## src/rtl/jk_excitation_enc.sv

```systemverilog
// Encodes a target word into per-bit J/K excitation for a JK bank, shadows the bank and checks its Q feedback.
// Target to jk_valid: 2 cycles. jk_valid is held until jk_ready. tgt_ready is only high in IDLE. Optional JK_TOGGLE_PREF_EN: changing bits drive J=K=1.
module jk_excitation_enc #(
    parameter int W     = 4,
    parameter int CNT_W = 8
) (
    input  logic             Clk,
    input  logic             Rst,
    input  logic [W-1:0]     tgt_data,
    input  logic             tgt_valid,
    output logic             tgt_ready,
    output logic [W-1:0]     j_out,
    output logic [W-1:0]     k_out,
    output logic             jk_valid,
    input  logic             jk_ready,
    input  logic [W-1:0]     q_fb,
    input  logic             clr_err,
    output logic             err,
    output logic [CNT_W-1:0] err_cnt,
    output logic             busy
);

    typedef enum logic [1:0] {
        S_IDLE  = 2'd0,
        S_ENC   = 2'd1,
        S_DRIVE = 2'd2,
        S_CHECK = 2'd3
    } state_t;

    state_t           state_q, state_d;
    logic [W-1:0]     hold_q, hold_d;
    logic [W-1:0]     shadow_q, shadow_d;
    logic [W-1:0]     j_q, j_d;
    logic [W-1:0]     k_q, k_d;
    logic             jk_valid_q, jk_valid_d;
    logic             err_q, err_d;
    logic [CNT_W-1:0] err_cnt_q, err_cnt_d;

    logic [W-1:0] chg;
    logic [W-1:0] j_enc;
    logic [W-1:0] k_enc;

    assign chg = shadow_q ^ hold_q;

`ifdef JK_TOGGLE_PREF_EN
    // Don't-care resolved to 1 on changing bits: the bank toggles them.
    assign j_enc = chg;
    assign k_enc = chg;
`else
    assign j_enc = chg & hold_q;
    assign k_enc = chg & ~hold_q;
`endif

    always_comb begin
        state_d    = state_q;
        hold_d     = hold_q;
        shadow_d   = shadow_q;
        j_d        = j_q;
        k_d        = k_q;
        jk_valid_d = jk_valid_q;
        err_d      = err_q;
        err_cnt_d  = err_cnt_q;

        case (state_q)
            S_IDLE: begin
                if (tgt_valid) begin
                    hold_d  = tgt_data;
                    state_d = S_ENC;
                end
            end
            S_ENC: begin
                j_d        = j_enc;
                k_d        = k_enc;
                jk_valid_d = 1'b1;
                state_d    = S_DRIVE;
            end
            S_DRIVE: begin
                if (jk_ready) begin
                    shadow_d   = hold_q;
                    jk_valid_d = 1'b0;
                    j_d        = '0;
                    k_d        = '0;
                    state_d    = S_CHECK;
                end
            end
            S_CHECK: begin
                // The bank loaded the word on the same edge as the shadow, so q_fb is current here.
                if (q_fb != shadow_q) begin
                    err_d = 1'b1;
                    if (err_cnt_q != {CNT_W{1'b1}}) begin
                        err_cnt_d = err_cnt_q + CNT_W'(1);
                    end
                end
                state_d = S_IDLE;
            end
            default: state_d = S_IDLE;
        endcase

        if (clr_err) begin
            err_d     = 1'b0;
            err_cnt_d = '0;
        end
    end

    always_ff @(posedge Clk or posedge Rst) begin
        if (Rst) begin
            state_q    <= S_IDLE;
            hold_q     <= '0;
            shadow_q   <= '0;
            j_q        <= '0;
            k_q        <= '0;
            jk_valid_q <= 1'b0;
            err_q      <= 1'b0;
            err_cnt_q  <= '0;
        end else begin
            state_q    <= state_d;
            hold_q     <= hold_d;
            shadow_q   <= shadow_d;
            j_q        <= j_d;
            k_q        <= k_d;
            jk_valid_q <= jk_valid_d;
            err_q      <= err_d;
            err_cnt_q  <= err_cnt_d;
        end
    end

    assign tgt_ready = (state_q == S_IDLE);
    assign busy      = (state_q != S_IDLE);
    assign j_out     = j_q;
    assign k_out     = k_q;
    assign jk_valid  = jk_valid_q;
    assign err       = err_q;
    assign err_cnt   = err_cnt_q;

endmodule

```

## config.mk

```make
export PLATFORM = sky130hd
export DESIGN_NAME = jk_excitation_enc
export DESIGN_NICKNAME = d
export VERILOG_FILES = /design/src/rtl/jk_excitation_enc.sv
export SDC_FILE = /design/constraint.sdc
export NUM_CORES = 1
export LEC_CHECK = 0
export CAP_MARGIN = 20
export CORE_UTILIZATION = 45
export DETAILED_ROUTE_END_ITERATION = 12
export PLACE_DENSITY = 0.73
export SLEW_MARGIN = 0
export SYNTH_ARGS = -nofsm -noshare
export SYNTH_HDL_FRONTEND = slang
export SYNTH_SLANG_ARGS = --single-unit
```

## constraint.sdc

```tcl
create_clock -name Clk -period 2.4 [get_ports Clk]
set_input_delay 0.48 -clock Clk [delete_from_list [all_inputs] [get_ports Clk]]
set_output_delay 0.48 -clock Clk [all_outputs]
set_load 0.01 [all_outputs]
```

# Word level (Yosys, flattened, before mapping)
# Index checks and enable logic that the tools add are counted.
# totals
output_inout_bits	20
elab_cells	47
in_bits	13
reg_bits	28
# classes
n_addsub	1
mux	15
n_eq_ne	7
n_bitwise	4
n_reduce_logical	12
# op_table
cell	count
$mux W8	4
$pmux W4 S2	2
$reduce_and A2 Y1	5
$reduce_bool A2 Y1	5
$add A8 B1 Y8 const B	1
$and A4 B4 Y4	2
$ne A8 B8 Y1 const B	1
$pmux W2 S4	1
$eq A2 B2 Y1 const B	2
$mux W1	4
$mux W2	2
$mux W4	1
$ne A2 B2 Y1 const B	2
$ne A4 B4 Y1	1
$not A4 Y4	1
$xor A4 B4 Y4	1
$reduce_and A3 Y1	1
$eq A2 B1 Y1 const B	1
$logic_not A2 Y1	1
$pmux W1 S2	1

# Logic depth before layout (Yosys ltp)
# Gate-level depths: netlist (run 1).
# depth
ltp_word	5
depth_mapped	6
mapped_depth_nobuf	6

# Worst setup path after synthesis (run 1)
# Ideal clock, no wire load.
# synth_path
path_type	in2reg
from	input q_fb[1]
to	register err_cnt_q[5], in the netlist err_cnt[5]
path_slack_ps	715
setup_ps	125
stages	5
required_ps	2275
arrival_ps	1560
path_buffers	1
path_cell_list	xor2_1 o41ai_2 buf_6 nor4_2 mux2_4
# synth_via
elab_chain_len	3
# synth_rtl
item	line_no	rtl
from (decl)	16	input logic [W-1:0] q_fb,
$ne A4 B4 Y1	88	if (q_fb != shadow_q) begin
$reduce_bool A2 Y1 (no line)	-	
$reduce_and A3 Y1 (no line)	-	
to (signal assigned)	123	err_cnt_q <= err_cnt_d;
to (decl)	37	logic [CNT_W-1:0] err_cnt_q, err_cnt_d;
# No other way between the ends.
# A chain may end at the register's enable or synchronous reset.

# Worst setup path after layout (run 1)
# layout_path
from	register state_q[0]
to	output busy
# layout_via
elab_chain_len	1
# layout_rtl
item	line_no	rtl
from (decl)	30	state_t state_q, state_d;
from (signal assigned)	116	state_q <= state_d;
$reduce_bool A2 Y1	128	assign busy = (state_q != S_IDLE);
to (decl)	20	output logic busy
# No other way between the ends.

==> results of run 1 <==
-- placed cells by master (no fill, tap or decap), drive strengths merged, types with 2 or more instances in the layout --
cell / count
o21bai: 3
xor2: 4
buf: 2
clkbuf: 3
and3: 2
nor2b: 2
nand2: 11
or3: 3
o21ai: 7
mux2: 7
a32o: 6
nor2: 8
ha: 6
a21oi: 7
nand3: 4
dfrtp: 28
inv: 14
o31ai: 2
clkdlybuf4s50: 32
-- report_power, final --
group / total (W) / switching [W] / leakage [nW] / internal (W)
Combinational: 0.000800 / 0.000386 / 0.393 / 0.000415
Sequential: 0.000769 / 0.000140 / 0.363 / 0.000629
Clock: 0.000312 / 0.000143 / 0.0279 / 0.000169
Total: 0.00188 / 0.000669 / 0.785 / 0.00121
-- metal layers --
metal  share of wire  wire [µm]  GRT usage  vias to the layer above
li1                -          -          -                      531
met1            0.43       1181     0.2385                      540
met2            0.50       1372     0.3173                       36
met3           0.054        148    0.02948                        5
met4           0.011         31    0.07317                        0
met5               0          0          0                        -
-- critical path: stages, from the launching register on --
cell and delay (ns):
dfrtp_1 0.43, inv_1 0.09, ha_1 0.23, inv_1 0.07
clkdlybuf4s50_1 0.53
-- flip-flops by register name, indices dropped and copies added (netlist names) --
register	count
err	1
err_cnt	8
hold_q	4
j_out	4
jk_valid	1
k_out	4
shadow_q	4
state_q	2
-- kinds of logic (layout without fill, tap and decap cells) --
family	count (synthesis)	in the layout	synth area share
AO/OA/AOI/OAI	32	32	0.1724
flip-flops	28	28	0.5054
AND/OR/NAND/NOR	36	36	0.1345
XOR/XNOR	4	4	0.02527
multiplexers	7	7	0.05956
adder cells (fa/ha/maj)	6	6	0.05415
buffers and inverters	16	52	0.04873
-- cell type report --
cell class | instances | area, µm² | share of cell area
Clock buffer | 3 | 22.52 | 0.01253
Tap cell | 31 | 38.79 | 0.02157
Inverter | 14 | 52.55 | 0.02923
Multi-Input combinational cell | 85 | 618.1 | 0.3438
Sequential cell | 28 | 700.7 | 0.3897
Timing Repair Buffer | 34 | 335.3 | 0.1865
Clock inverter | 1 | 30.03 | 0.01670
-- path summary, 6_finish.rpt --
| check | from | to | slack (ns) | depth (start not counted) |
|---|---|---|---|---|
| max | state_q[0]$_DFFE_PP0P_ | busy | 0.24 | 4 |
| min | Rst | j_out[3]$_DFFE_PP0P_ | 0.48 | 3 |
| max reg2reg | err_cnt[0]$_DFFE_PP0P_ | err_cnt[5]$_DFFE_PP0P_ | 0.64 | 5 |
| min reg2reg | err$_DFFE_PP0P_ | err$_DFFE_PP0P_ | 0.51 | 1 |
| max in group asynchronous | Rst | err_cnt[3]$_DFFE_PP0P_ | 1.66 | 3 |
| min in group Clk | err$_DFFE_PP0P_ | err$_DFFE_PP0P_ | 0.51 | 1 |
-- through the flow --
| stage | std cells | hold slack (ns) | area, µm² | utilization | worst slack, ns |
|---|---|---|---|---|---|
| floorplan | 129 | 0.5025 | 1386 | - | 0.7153 |
| global placement | 192 | 0.4780 | 1745 | 0.6170 | 0.1704 |
| detailed placement | 192 | 0.4837 | 1745 | 0.6170 | 0.1291 |
| CTS | 196 | 0.4938 | 1798 | 0.6356 | 0.2236 |
| global route | 196 | 0.5265 | 1798 | 0.6356 | 0.1207 |
| finish | 196 | 0.4821 | 1798 | 0.6356 | 0.2375 |
==> reports/results.ini, run 1 <==
[run_status]
status = finished, violations left
violations = design-rule violations

[worst_setup_path]
end_kind = output pin
path_max_fanout = 4
cp.arrival_ns = 1.68
crit_path_start_kind = flip-flop
critical_path_class = flip-flop to output pin
required_ns = 1.92

[synthesis]
syn_area_um2 = 1386
yosysSeqAreaShare = 0.5054
synthCells = 129
synth_top_cell_area_share = 0.5054
synth_ff_type = dfrtp_1
yosysTopAreaCell = dfrtp_1
synthesis.nets = 148
yosysMostFrequentCell = dfrtp_1
ys_seq_elements = 28
yosysWarningCount = 0
yosys-top-cells-area = dfrtp_1 (51%), ha_1 (5.4%), mux2_2 (4.9%), a32o_1 (4.3%), inv_1 (3.8%)
synth.top_cells.by_count = dfrtp_1 (28), inv_1 (14), nand2_1 (11), nor2_1 (8)
ys_types = 32
synthArstFlopShare = 1.000
synth-edff-count = 0
syn_area_per_cell_um2 = 10.75

[placement]
io_buffers = 32
dp_hpwl_mm = 2.072
globalplace.congestion = 0.7818

[global_route]
grt_max_degree = 29
grt.overflow.total = 0
grt.total_usage = 0.1865
grt_antenna_before_repair = 0
grt_pass1_wl_mm = 4.712
grt_pass1_vias = 1087

[sta]
min_period_over_period = 0.9011
period_needed_ns = 2.163
tightest_slew_ns = 0.4875
max_freq_mhz = 462.4
maxSlewHeadroom = 0.6743
fin_skew_ns = 0.001567
setup_violations = 0
hold_violations = 0
rsz0062_at_grt = no
finalMaxSlewViolations = 0
tns_ns = 0

[clock_tree]
cts_root_buf = clkbuf_4
clock-sinks = 28
h-tree-depth = 1
cts_buffer_depth = 2
cts_resized = 0
cts_tree = yes
clock_latency_ns = 0.33
cts_hold_buf = 0
post_cts.repair.setup_buffers = 0
clk_pin_slew_ns = 0.15
cts_buffers = 3

[die]
ios = 33
die_x_um = 57.51
start_util = 0.4900
dieHeight_um = 57.51
rows = 19
core-area_um2 = 2829
dieArea_um2 = 3307

[hold_path]
min_path_type = input pin to async pin

[routing]
routed_wl_mm = 2.734
via_count = 1112
drt-vias-per-instance = 5.673
drtAntennaViolNets = 0
drt_iter0_markers = 46
drc_errors = 3
wl_per_cell_um = 13.95
dr.pass1.iters = 8

[cells_and_area]
nFillCells = 238
drive_gt1_frac = 0.09091
n_antenna_cell = 0
nets = 185
area_delta_synth_final_pct = 29.69

[pwr]
power.density_nw_per_um2 = 1047
power_w = 0.001882
p_leak_nw = 0.7847
peakVddDrop_mv = 0.5755

[job]
drv_cap = 0

Power figures use the tool's default switching activity.
==> inputs of run 2 (changes only) <==
--- a/config.mk
+++ b/config.mk
@@ -6,9 +6,12 @@
 export NUM_CORES = 1
 export LEC_CHECK = 0
 export CAP_MARGIN = 20
-export CORE_UTILIZATION = 45
+export CELL_PAD_IN_SITES_DETAIL_PLACEMENT = 0
+export CELL_PAD_IN_SITES_GLOBAL_PLACEMENT = 2
+export CORE_UTILIZATION = 33
+export CTS_BUF_LIST = sky130_fd_sc_hd__clkbuf_16
 export DETAILED_ROUTE_END_ITERATION = 12
-export PLACE_DENSITY = 0.73
+export PLACE_DENSITY_LB_ADDON = 0.1
 export SLEW_MARGIN = 0
 export SYNTH_ARGS = -nofsm -noshare
 export SYNTH_HDL_FRONTEND = slang
==> reports/results.ini, run 2 (same netlist as run 1, synthesis figures left out) <==
[global_route]
grt.total_usage = 0.1430
grt_antenna_before_repair = 0
grt_pass1_vias = 1048
grt_pass1_wl_mm = 4.705
grt.overflow.total = 0
grt_max_degree = 29

[clock_tree]
h-tree-depth = 1
clock-sinks = 28
post_cts.repair.setup_buffers = 0
cts_buffers = 3
cts_hold_buf = 0
cts_resized = 0
clk_pin_slew_ns = 0.07
cts_root_buf = clkbuf_16
cts_tree = yes
cts_buffer_depth = 2
clock_latency_ns = 0.26

[worst_setup_path]
cp.arrival_ns = 1.60
required_ns = 1.92
path_max_fanout = 4
crit_path_start_kind = flip-flop
critical_path_class = flip-flop to output pin
end_kind = output pin

[sta]
maxSlewHeadroom = 0.6538
max_freq_mhz = 481.1
hold_violations = 0
rsz0062_at_grt = no
period_needed_ns = 2.079
fin_skew_ns = 0.001858
tns_ns = 0
finalMaxSlewViolations = 0
min_period_over_period = 0.8661
tightest_slew_ns = 0.5182
setup_violations = 0

[routing]
drt-vias-per-instance = 5.023
drc_errors = 0
via_count = 1080
drtAntennaViolNets = 0
dr.pass1.iters = 4
drt_iter0_markers = 57
routed_wl_mm = 2.846
wl_per_cell_um = 13.24

[die]
rows = 23
start_util = 0.3441
dieHeight_um = 66.82
ios = 33
dieArea_um2 = 4464
die_x_um = 66.82
core-area_um2 = 4029

[run_status]
status = completed

[pwr]
power_w = 0.001950
peakVddDrop_mv = 0.5720
p_leak_nw = 0.7953
power.density_nw_per_um2 = 1055

[placement]
globalplace.congestion = 0.8106
dp_hpwl_mm = 2.171
io_buffers = 32

[job]
drv_cap = 0

[cells_and_area]
largest_reg_flops = 8
drive_gt1_frac = 0.08485
n_antenna_cell = 0
layout_commonest_cell = clkdlybuf4s50_1
nets = 185
final_cell_mix = clkdlybuf4s50_1 (32), dfrtp_1 (28), inv_1 (14), nand2_1 (11), nor2_1 (8)
area_delta_synth_final_pct = 33.30

[hold_path]
min_path_type = flip-flop to flip-flop

## run 2: changes by cell type in the layout (fill, tap and decap cells not counted), sizes merged
cell    previous run  this run
bufinv             1         0
clkinv             0         1
## run 2: power breakdown
part           total (W)  internal [W]  switching, W
logic           0.000807      0.000415      0.000392
registers       0.000766      0.000632      0.000134
clock network   0.000377      0.000223      0.000154
## run 2: critical path, stage by stage, from the launching register on
cell	delay (ns)
dfrtp_1	0.40
inv_1	0.10
ha_1	0.24
inv_1	0.08
clkdlybuf4s50_1	0.53
## run 2: per-layer routing
| layer | vias to the layer above | part of all wire | wire length [µm] | GRT usage |
|---|---|---|---|---|
| met5 | - | 0 | 0 | 0 |
| met4 | 0 | 0.0074 | 21 | 0.04787 |
| met3 | 2 | 0.036 | 102 | 0.03253 |
| met2 | 19 | 0.52 | 1492 | 0.2538 |
| met1 | 523 | 0.43 | 1229 | 0.1672 |
| li1 | 536 | - | - | - |
## run 2: final timing paths
check,start,end,slack (ns),cells past startpoint
worst max-delay path,state_q[0]$_DFFE_PP0P_,busy,0.32,4
worst min-delay path,k_out[0]$_DFFE_PP0P_,k_out[0]$_DFFE_PP0P_,0.49,1
worst max register to register,shadow_q[0]$_DFFE_PP0P_,err_cnt[6]$_DFFE_PP0P_,0.64,5
worst min register to register,k_out[0]$_DFFE_PP0P_,k_out[0]$_DFFE_PP0P_,0.49,1
max in group asynchronous,Rst,j_out[0]$_DFFE_PP0P_,1.55,3
min in group asynchronous,Rst,err_cnt[0]$_DFFE_PP0P_,0.58,3
## run 2: metrics by stage
step	instances	area (µm²)	hold WS, ns	util	setup WS (ns)
after floorplan	129	1386	0.5025	-	0.7153
after global placement	211	1769	0.4782	0.4391	0.09844
after detailed placement	211	1769	0.4809	0.4391	0.08623
after CTS	215	1848	0.4969	0.4587	0.2968
after global routing	215	1848	0.5083	0.4587	0.2446
final	215	1848	0.4891	0.4587	0.3213
## run 2: layout make-up
class	count	area, µm²
Timing Repair Buffer	34	335.3
Sequential cell	28	700.7
Tap cell	50	62.56
Fill cell	413	2181
Clock inverter	1	3.754
Clock buffer	3	75.07
Multi-Input combinational cell	85	618.1
Inverter	14	52.55
